[config.mk]
export PLATFORM = sky130hd
export DESIGN_NAME = ccx_arbiter
export DESIGN_NICKNAME = d
export VERILOG_FILES = /design/src/rtl/ccx_pkg.sv /design/src/rtl/ccx_arb_sel.sv /design/src/rtl/ccx_arbiter.sv
export SDC_FILE = /design/constraint.sdc
export NUM_CORES = 1
export LEC_CHECK = 0
export BUFFER_PORTS_ARGS = -buffer_cell sky130_fd_sc_hd__buf_2
export CAP_MARGIN = 10
export CORE_AREA = 8 8 174 176
export DETAILED_ROUTE_END_ITERATION = 7
export DIE_AREA = 0 0 182 184
export PLACE_DENSITY_LB_ADDON = 0.1
export SETUP_SLACK_MARGIN = 0.1
export SYNTH_ARGS = -nofsm -noshare
export SYNTH_HDL_FRONTEND = slang
export SYNTH_SLANG_ARGS = --single-unit
[constraint.sdc]
create_clock -name g_clk -period 1.8 [get_ports g_clk]
set_input_delay 0.36 -clock g_clk [delete_from_list [all_inputs] [get_ports g_clk]]
set_output_delay 0.36 -clock g_clk [all_outputs]
set_load 0.01 [all_outputs]
[src/rtl/ccx_pkg.sv]
// Shared widths, request-type encodings and FSM states for the CCX arbiter.
// Combinational only: no latency, no flow control of its own.
package ccx_pkg;

    localparam int CCX_AW = 39;
    localparam int CCX_DW = 64;

    localparam logic RTYPE_INSTR = 1'b0;
    localparam logic RTYPE_DATA  = 1'b1;

    typedef enum logic {
        ST_IDLE = 1'b0,
        ST_BUSY = 1'b1
    } ccx_state_e;

endpackage

[src/rtl/ccx_arb_sel.sv]
// Winner select between instruction and data requesters; combinational, no backpressure.
// CCX_ARB_RR_EN: tie goes to the requester not served last; otherwise data always wins.
module ccx_arb_sel
    import ccx_pkg::*;
(
    input  logic imem_req_i,
    input  logic dmem_req_i,
    input  logic last_i,
    output logic win_o
);

`ifdef CCX_ARB_RR_EN
    always_comb begin
        win_o = RTYPE_INSTR;
        if (imem_req_i && dmem_req_i) begin
            win_o = (last_i == RTYPE_DATA) ? RTYPE_INSTR : RTYPE_DATA;
        end else if (dmem_req_i) begin
            win_o = RTYPE_DATA;
        end
    end
`else
    logic unused_last;
    assign unused_last = last_i;

    always_comb begin
        win_o = RTYPE_INSTR;
        if (dmem_req_i) begin
            win_o = RTYPE_DATA;
        end
    end
`endif

endmodule

[src/rtl/ccx_arbiter.sv]
// Merges instruction and data ports onto one downstream channel, one transaction in flight.
// Latency 1 from upstream req to ccx_req; held until ccx_gnt; tie policy via CCX_ARB_RR_EN.
module ccx_arbiter
    import ccx_pkg::*;
#(
    parameter int AW = CCX_AW,
    parameter int DW = CCX_DW
) (
    input  logic          g_clk,
    input  logic          g_reset,

    input  logic          imem_req,
    input  logic [AW-1:0] imem_addr,
    output logic          imem_gnt,
    output logic          imem_err,
    output logic [DW-1:0] imem_rdata,

    input  logic          dmem_req,
    input  logic [AW-1:0] dmem_addr,
    input  logic          dmem_wen,
    input  logic [7:0]    dmem_strb,
    input  logic [DW-1:0] dmem_wdata,
    output logic          dmem_gnt,
    output logic          dmem_err,
    output logic [DW-1:0] dmem_rdata,

    output logic          ccx_req,
    output logic          ccx_rtype,
    output logic [AW-1:0] ccx_addr,
    output logic          ccx_wen,
    output logic [7:0]    ccx_strb,
    output logic [DW-1:0] ccx_wdata,
    input  logic          ccx_gnt,
    input  logic          ccx_err,
    input  logic [DW-1:0] ccx_rdata
);

    ccx_state_e    state_q, state_d;
    logic          owner_q, owner_d;
    logic          last_q, last_d;
    logic          rtype_q, rtype_d;
    logic [AW-1:0] addr_q, addr_d;
    logic          wen_q, wen_d;
    logic [7:0]    strb_q, strb_d;
    logic [DW-1:0] wdata_q, wdata_d;
    logic          win;
    logic          resp_vld;

    ccx_arb_sel u_sel (
        .imem_req_i (imem_req),
        .dmem_req_i (dmem_req),
        .last_i     (last_q),
        .win_o      (win)
    );

    always_comb begin
        state_d = state_q;
        owner_d = owner_q;
        last_d  = last_q;
        rtype_d = rtype_q;
        addr_d  = addr_q;
        wen_d   = wen_q;
        strb_d  = strb_q;
        wdata_d = wdata_q;
        if (state_q == ST_IDLE) begin
            if (imem_req || dmem_req) begin
                state_d = ST_BUSY;
                owner_d = win;
                last_d  = win;
                rtype_d = win;
                if (win == RTYPE_DATA) begin
                    addr_d  = dmem_addr;
                    wen_d   = dmem_wen;
                    strb_d  = dmem_strb;
                    wdata_d = dmem_wdata;
                end else begin
                    addr_d  = imem_addr;
                    wen_d   = 1'b0;
                    strb_d  = '0;
                    wdata_d = '0;
                end
            end
        end else begin
            // Upstream req is ignored here: a dropped req never cancels the downstream beat.
            if (ccx_gnt) begin
                state_d = ST_IDLE;
            end
        end
    end

    always_ff @(posedge g_clk) begin
        if (g_reset) begin
            state_q <= ST_IDLE;
            owner_q <= RTYPE_INSTR;
            last_q  <= RTYPE_INSTR;
            rtype_q <= RTYPE_INSTR;
            addr_q  <= '0;
            wen_q   <= 1'b0;
            strb_q  <= '0;
            wdata_q <= '0;
        end else begin
            state_q <= state_d;
            owner_q <= owner_d;
            last_q  <= last_d;
            rtype_q <= rtype_d;
            addr_q  <= addr_d;
            wen_q   <= wen_d;
            strb_q  <= strb_d;
            wdata_q <= wdata_d;
        end
    end

    // Stray grants in IDLE and any grant during reset never reach upstream.
    assign resp_vld   = (state_q == ST_BUSY) && ccx_gnt && !g_reset;

    assign imem_gnt   = resp_vld && (owner_q == RTYPE_INSTR);
    assign imem_err   = imem_gnt && ccx_err;
    assign imem_rdata = imem_gnt ? ccx_rdata : '0;
    assign dmem_gnt   = resp_vld && (owner_q == RTYPE_DATA);
    assign dmem_err   = dmem_gnt && ccx_err;
    assign dmem_rdata = dmem_gnt ? ccx_rdata : '0;

    assign ccx_req    = (state_q == ST_BUSY);
    assign ccx_rtype  = rtype_q;
    assign ccx_addr   = addr_q;
    assign ccx_wen    = wen_q;
    assign ccx_strb   = strb_q;
    assign ccx_wdata  = wdata_q;

endmodule

Word-level counts from Yosys, hierarchy flattened:

Cells that the tools add are included.

* multiplexer cells: 10
* bitwise gates (word level): 2
* reduce and logical (&&, ||, !) cells: 9

Operator list (count)
* two-way mux 64 bit: 3
* two-way mux 39 bit: 1
* two-way mux 8 bit: 1
* logical AND 1 bit: 6
* two-way mux 1 bit: 5
* NOT 1 bit: 2
* AND reduction 2 bit: 1
* logical NOT 1 bit: 1
* logical OR 1 bit: 1

* bits in registers: 114
* input bits: 221
* output and inout bits: 246
* logic and storage cells: 27

Logic depth before layout (Yosys ltp):

Gate-level depths: netlist of run 1.

* depth after elaboration: 4
* gate-level depth with buffers: 6
* gate-level depth less buffers: 3

Modules after synthesis:

Synthesis of run 1 repeated with hierarchy kept, for this count alone.

* cells, all modules: 614
* area total of the unflattened synthesis: 5531.6 um2

By module, submodules not included
* ccx_arbiter: instances 1, cells an instance 613, area each 5524.0 um2, sequential area each 2282.2 um2
* ccx_arb_sel: instances 1, cells an instance 1, area each 7.5 um2, sequential area each 0.0 um2

Least setup slack after synthesis of run 1:

OpenSTA, ideal clock, no wires.

* path kind: register to output
* from: reg state_q (netlist: ccx_req)
* to: out dmem_rdata[14]
* arrival time: 1.269 ns
* required time: 1.440 ns
* setup slack: 0.171 ns
* stages on the path, launching flop included: 6
* path buffers: 2
* path through: dfxtp_1 nand2_1 nor3b_2 buf_2 clkbuf_2 and2_1

* word-level cells in the longest chain between the ends: 4

Ends and longest elaborated chain
* start, declared: line ccx_arbiter.sv:38 `ccx_state_e state_q, state_d;`
* start signal, assigned: line ccx_arbiter.sv:102 `state_q <= state_d;`
* logical AND 1 bit (2 in series): line ccx_arbiter.sv:114 `assign resp_vld = (state_q == ST_BUSY) && ccx_gnt && !g_reset;`
* logical AND 1 bit: line ccx_arbiter.sv:119 `assign dmem_gnt = resp_vld && (owner_q == RTYPE_DATA);`
* two-way mux 64 bit: line ccx_arbiter.sv:121 `assign dmem_rdata = dmem_gnt ? ccx_rdata : '0;`
* end, declared: line ccx_arbiter.sv:25 `output logic [DW-1:0] dmem_rdata,`

No other way between the ends.

Worst setup path after layout of run 1:

* from: reg state_q (netlist: ccx_req)
* to: out dmem_rdata[49]

The elaborated chain is that of the path after synthesis.

==> qor.csv, run 1 <==
metric,value,unit
"Power, Total",7.427,mW
Yosys Warn Count,0,
Routed WL,26850,um
Post-synth top flop,dfxtp_1,
Worst Slack Setup Final,-243.5,ps
GRT overflow,0,
Slew HR,74.61,%
CTS Buf Count,17,
Clock Latency Late Sink,410,ps
cts-stage hold buffer count,0,
PD cells,807.9,nW/um2
post-synth top area cell,dfxtp_1,
core footprint,27480,um2
CP Class,flip-flop to output port,
most frequent cells in the layout,"buf_2, dfxtp_1, buf_6",
largest net degree at the start of global routing,53,
setup violators final,131,
post-place setup slack,46.08,ps
synthesized instance count,452,
max-cap violations,0,
Via Count,5294,
Netlist cell types,21,
Port Buffers,466,
max-slew violations,0,
area share of the largest cell type after synthesis,47.69,%
Clock Skew,7.621,ps
Slew @ Worst Pin,380.0,ps
outcome,finished with violations,
fin crit period,2044,ps
CP startpoint kind,flip-flop,
RSZ-0062 raised after global routing,true,
post-DP HPWL,20980,um
maximum clock path buffer count,2,
Mapped Avg Cell Area,10.59,um2
DP Cell Count,1246,
Final Non-Filler Cells,1291,
syn nets,673,
"CTS clk-pin slew, worst paths",70,ps
layout cells sized above 1,63.98,%
"leading cell type in the layout, fill and taps excluded",buf_2,
"Max FO, Critical Path",6,
TritonCTS clock tree,yes,
die area,33490,um2
Chip Width,182,um
fin util,33.46,%
row count,61,
number of flops mapped to enable cells by yosys,0,
Layout area overhead,92.08,%
WP data required,1440,ps
failing checks,negative setup slack,
drt drc,0,
global-route wire length before repair,37540,um
starting density of the core,17.42,%
crit path DAT,1680,ps
Peak Freq,0.4893,GHz
post-DR vias/cell,4.101,
CTS root buf,clkbuf_16,
sequential area share after synthesis,47.69,%
remaining antenna violation count,0,
Final nets,1152,
Async SR Flop Fraction,0,%
WL/cell,20.80,um
GRT Total Usage,14.92,%
CTS Sinks,114,
gpl congestion,0.8940,
min-delay worst type,primary input to flip-flop,
period utilisation layout,113.5,%
"top cells by area, synth","dfxtp_1, and2_1, a22o_1, mux2i_1, o2bb2ai_1",
Critical Path End Type,output port,
Top Ports,467,
initial antenna violation count,3,
final hold vios,0,
Pleak,4.798,nW
DIE HEIGHT,184,um
Seq cells post-synth,114,
1st-iter DRT viols,163,
# H-tree levels,4,
Detailed Routing Iterations Pass 1,4,
Max rail drop VDD,383.8,uV
vias in the first global route,5731,
Mapped Area,4786,um2
==> per-layer routing <==
metal / global-route usage, % / up-vias / wire (um)
met3: 6.304 / 33 / 2493
met5: 0 / - / 16
met2: 27.21 / 291 / 13950
met4: 6.592 / 4 / 818
met1: 14.61 / 2391 / 9568
li1: - / 2575 / -
==> worst max-delay path, cell delays in order (launching register included) <==
cell and delay, ps:
dfxtp_2 350, nand2_4 60, nor3b_4 250, buf_6 210
clkbuf_16 170, and2_4 130, buf_6 100
==> power by group <==
part | leakage [nW] | internal, mW | switching, mW
registers | 0.937 | 2.69 | 0.0846
clock network | 0.285 | 2.10 | 1.35
logic | 3.58 | 0.601 | 0.599
==> cell families after synthesis <==
family / count (synthesis) / synth area share [%]
buf+inv: 44 / 4.889
simple gates: 138 / 18.09
mux: 39 / 8.157
compound gates: 117 / 21.18
flops: 114 / 47.69
==> cell usage after synthesis (2+ instances only) <==
library cell,n
o2bb2ai_1,39
clkbuf_2,8
and2_1,131
clkbuf_1,6
nor2_1,2
mux2i_1,39
buf_2,20
a22o_1,73
dfxtp_1,114
buf_4,9
==> metrics by stage <==
| stage | cell area (um2) | setup TNS [ps] | hold slack (ps) |
|---|---|---|---|
| 3_5_place_dp | 7689 | 0 | 441.1 |
| 6_report | 9193 | -24660 | 149.2 |
| 3_3_place_gp | 7689 | 0 | 439.3 |
| 5_1_grt | 9193 | -36340 | 123.1 |
| 4_1_cts | 8716 | -29160 | 126.0 |
| 2_1_floorplan | 4786 | 0 | 429.1 |
==> what timing repair did <==
| action | in CTS | in global routing |
|---|---|---|
| setup endpoints to repair | 132 | 132 |
| resized for setup | 80 | 96 |
| cloned | 5 | 3 |
| hold endpoints to repair | 0 | 0 |
| buffers inserted | 4 | 0 |
| pin swaps | 21 | 47 |
==> worst paths after layout <==
| check | cells after the start | slack [ps] | end | from |
|---|---|---|---|---|
| hold reg to reg | 1 | 450 | ccx_addr[2]$_SDFFE_PP0P_ | ccx_addr[2]$_SDFFE_PP0P_ |
| setup reg to reg | 5 | 340 | ccx_wdata[17]$_SDFFE_PP0P_ | ccx_req$_SDFF_PP0_ |
| hold / removal | 2 | 150 | ccx_wdata[8]$_SDFFE_PP0P_ | dmem_wdata[8] |
| setup / recovery | 6 | -240 | dmem_rdata[49] | ccx_req$_SDFF_PP0_ |
==> sequential cells by signal (all words and copies together), names as in the netlist <==
signal / cells
ccx_wdata: 64
ccx_strb: 8
ccx_addr: 39
ccx_rtype: 1
ccx_wen: 1
ccx_req: 1
==> final cells by class <==
type / instances / area, um2
Timing Repair Buffer: 503 / 3411
Clock inverter: 13 / 150.1
Multi-Input combinational cell: 294 / 2462
Clock buffer: 19 / 442.9
Antenna cell: 1 / 2.502
Inverter: 1 / 3.754
Tap cell: 346 / 432.9
Sequential cell: 114 / 2287
Fill cell: 2844 / 18280
Note: power is estimated with default switching activity, not from simulation.
==> inputs of run 2 (changes only) <==
==> constraint.sdc (replaced) <==
create_clock -name g_clk -period 1.8 [get_ports g_clk]
set_input_delay 0 -clock g_clk [delete_from_list [all_inputs] [get_ports g_clk]]
set_output_delay 0 -clock g_clk [all_outputs]
set_load 0.01 [all_outputs]
==> run 2 against run 1 <==
  * Clock power decreased by 1%
  * Fmax increased by 25%
  * Total power grew 2.7%
  * Sequential power hardly changed
  * Global-route usage up 0.57 points
  * Clock skew rose by 1.4 ps
  * Final cell count increased by 11%
  * The run now ends clean
  * Sequential share of layout area shrank 2.1 points
  * Register-to-register slack worse by 70 ps
  * Largest cell class unchanged
  * Highest routed layer unchanged
  * Via count is 9.9% higher
  * Worst setup slack better by 410 ps
==> qor.csv, run 2 (same netlist as run 1, synthesis figures left out) <==
metric,value,unit
outcome,finished clean,
die area,33490,um2
post-DR vias/cell,4.054,
post-DP HPWL,20780,um
setup violators final,0,
largest net degree at the start of global routing,67,
CTS Sinks,114,
Max rail drop VDD,495.1,uV
global-route wire length before repair,39740,um
antenna fix cells,0,
TritonCTS clock tree,yes,
Peak Freq,0.6132,GHz
initial antenna violation count,1,
RSZ-0062 raised after global routing,true,
"Max FO, Critical Path",33,
fin crit period,1631,ps
1st-iter DRT viols,98,
Worst Slack Setup Final,169.2,ps
Slew @ Worst Pin,339.1,ps
FF-to-FF path depth,5,
switch share,28.05,%
core footprint,27480,um2
WL/cell,19.42,um
remaining antenna violation count,0,
Final TNS setup,0,ps
Net Switching,2.139,mW
Clock Skew,9.006,ps
CP startpoint kind,flip-flop,
"leading cell type in the layout, fill and taps excluded",buf_2,
CTS Buf Count,17,
busiest grt layer,met2,
r2r endpoint,ccx_wdata[16]$_SDFFE_PP0P_,
Layout area overhead,109.8,%
post-place setup slack,322.9,ps
DP Cell Count,1236,
max-cap violations,0,
Via Count,5817,
Pint,5.486,mW
# H-tree levels,4,
min-delay src,dmem_req,
Port Buffers,466,
worst r2r src,ccx_req$_SDFF_PP0_,
gpl congestion,0.8559,
CTS root buf,clkbuf_16,
M1 GR Usage,15.53,%
Routed WL,27860,um
Top Ports,467,
GRT met2 Usage,28.40,%
drt drc,0,
Final nets,1297,
Chip Width,182,um
Seq pwr share,36.5,%
PD cells,759.5,nW/um2
Pleak,5.257,nW
met3 global-route usage,6.146,%
Detailed Routing Iterations Pass 1,4,
hold endpoint,ccx_wdata[60]$_SDFFE_PP0P_,
Clk network pwr share,44.5,%
"CTS clk-pin slew, worst paths",70,ps
maximum clock path buffer count,2,
Slew HR,77.39,%
Final Non-Filler Cells,1435,
R2R Setup Slk,270,ps
hold depth,3,
GRT Total Usage,15.49,%
max-slew violations,0,
period utilisation layout,90.60,%
most frequent cells in the layout,"buf_2, dlygate4sd3_1, and2_1",
CP Class,flip-flop to output port,
Worst setup startpoint,ccx_req$_SDFF_PP0_,
GRT overflow,0,
min-delay worst type,primary input to flip-flop,
layout cells sized above 1,50.23,%
starting density of the core,17.42,%
row count,61,
vias in the first global route,6411,
final hold vios,0,
crit path DAT,1630,ps
fin util,36.54,%
Critical Path End Type,output port,
Comb pwr share,19.0,%
Largest register FFs,64,
"Power, Total",7.625,mW
DIE HEIGHT,184,um
Clock Latency Late Sink,410,ps
WP data required,1800,ps
[run 2: layout make-up]
| cell class | count | area [um2] |
|---|---|---|
| multi-input combinational | 294 | 2344 |
| sequential | 114 | 2287 |
| clock buffer | 18 | 439.2 |
| fill | 2842 | 17440 |
| tap | 346 | 432.9 |
| clock inverter | 14 | 145.1 |
| timing repair buffer | 648 | 4388 |
| inverter | 1 | 3.754 |
[run 2: power groups by stage]
| stage | sequential, mW | combinational [mW] | clock [mW] |
|---|---|---|---|
| after global placement | 2.84 | 1.12 | 0 |
| final | 2.78 | 1.45 | 3.40 |
| after CTS | 2.78 | 1.45 | 3.52 |
| after floorplan | 2.91 | 0.380 | 0 |
| after global routing | 2.80 | 1.57 | 3.64 |
| after detailed placement | 2.83 | 1.11 | 0 |
[run 2: worst max path at each step]
stage	slack (ps)	to
floorplan	530	dmem_rdata[14]
global placement	330	ccx_wdata[46]$_SDFFE_PP0P_
detailed placement	320	ccx_wdata[54]$_SDFFE_PP0P_
CTS	70	imem_rdata[60]
global route	70	imem_rdata[43]
finish	170	dmem_rdata[20]
[run 2: what timing repair did]
action                     CTS  global route
setup buffers                4             2
setup endpoints to repair  131           189
gates cloned                 2             4
hold buffers               155             0
hold endpoints to repair   114             0
gates resized for setup     40            18
pin swaps                    1             5
[run 2: metrics by stage]
step	cell area, um2	hold WS, ps
floorplan	4786	69.07
global placement	7526	209.3
detailed placement	7526	214.0
CTS	9877	297.5
global route	10040	252.2
finish	10040	242.8
[run 2: layer usage]
metal	wire length [um]	up-vias	part of all wire [%]
met3	2449	36	8.8
li1	-	2860	-
met4	813	2	2.9
met1	10050	2632	36
met2	14540	287	52
met5	12	-	0.043
[run 2: worst max-delay path, stage by stage (launching register included)]
cell and delay [ps]:
dfxtp_4 360, nand2_4 70, nor3b_4 180, buf_6 160, clkbuf_16 200, and2_1 140, buf_2 130
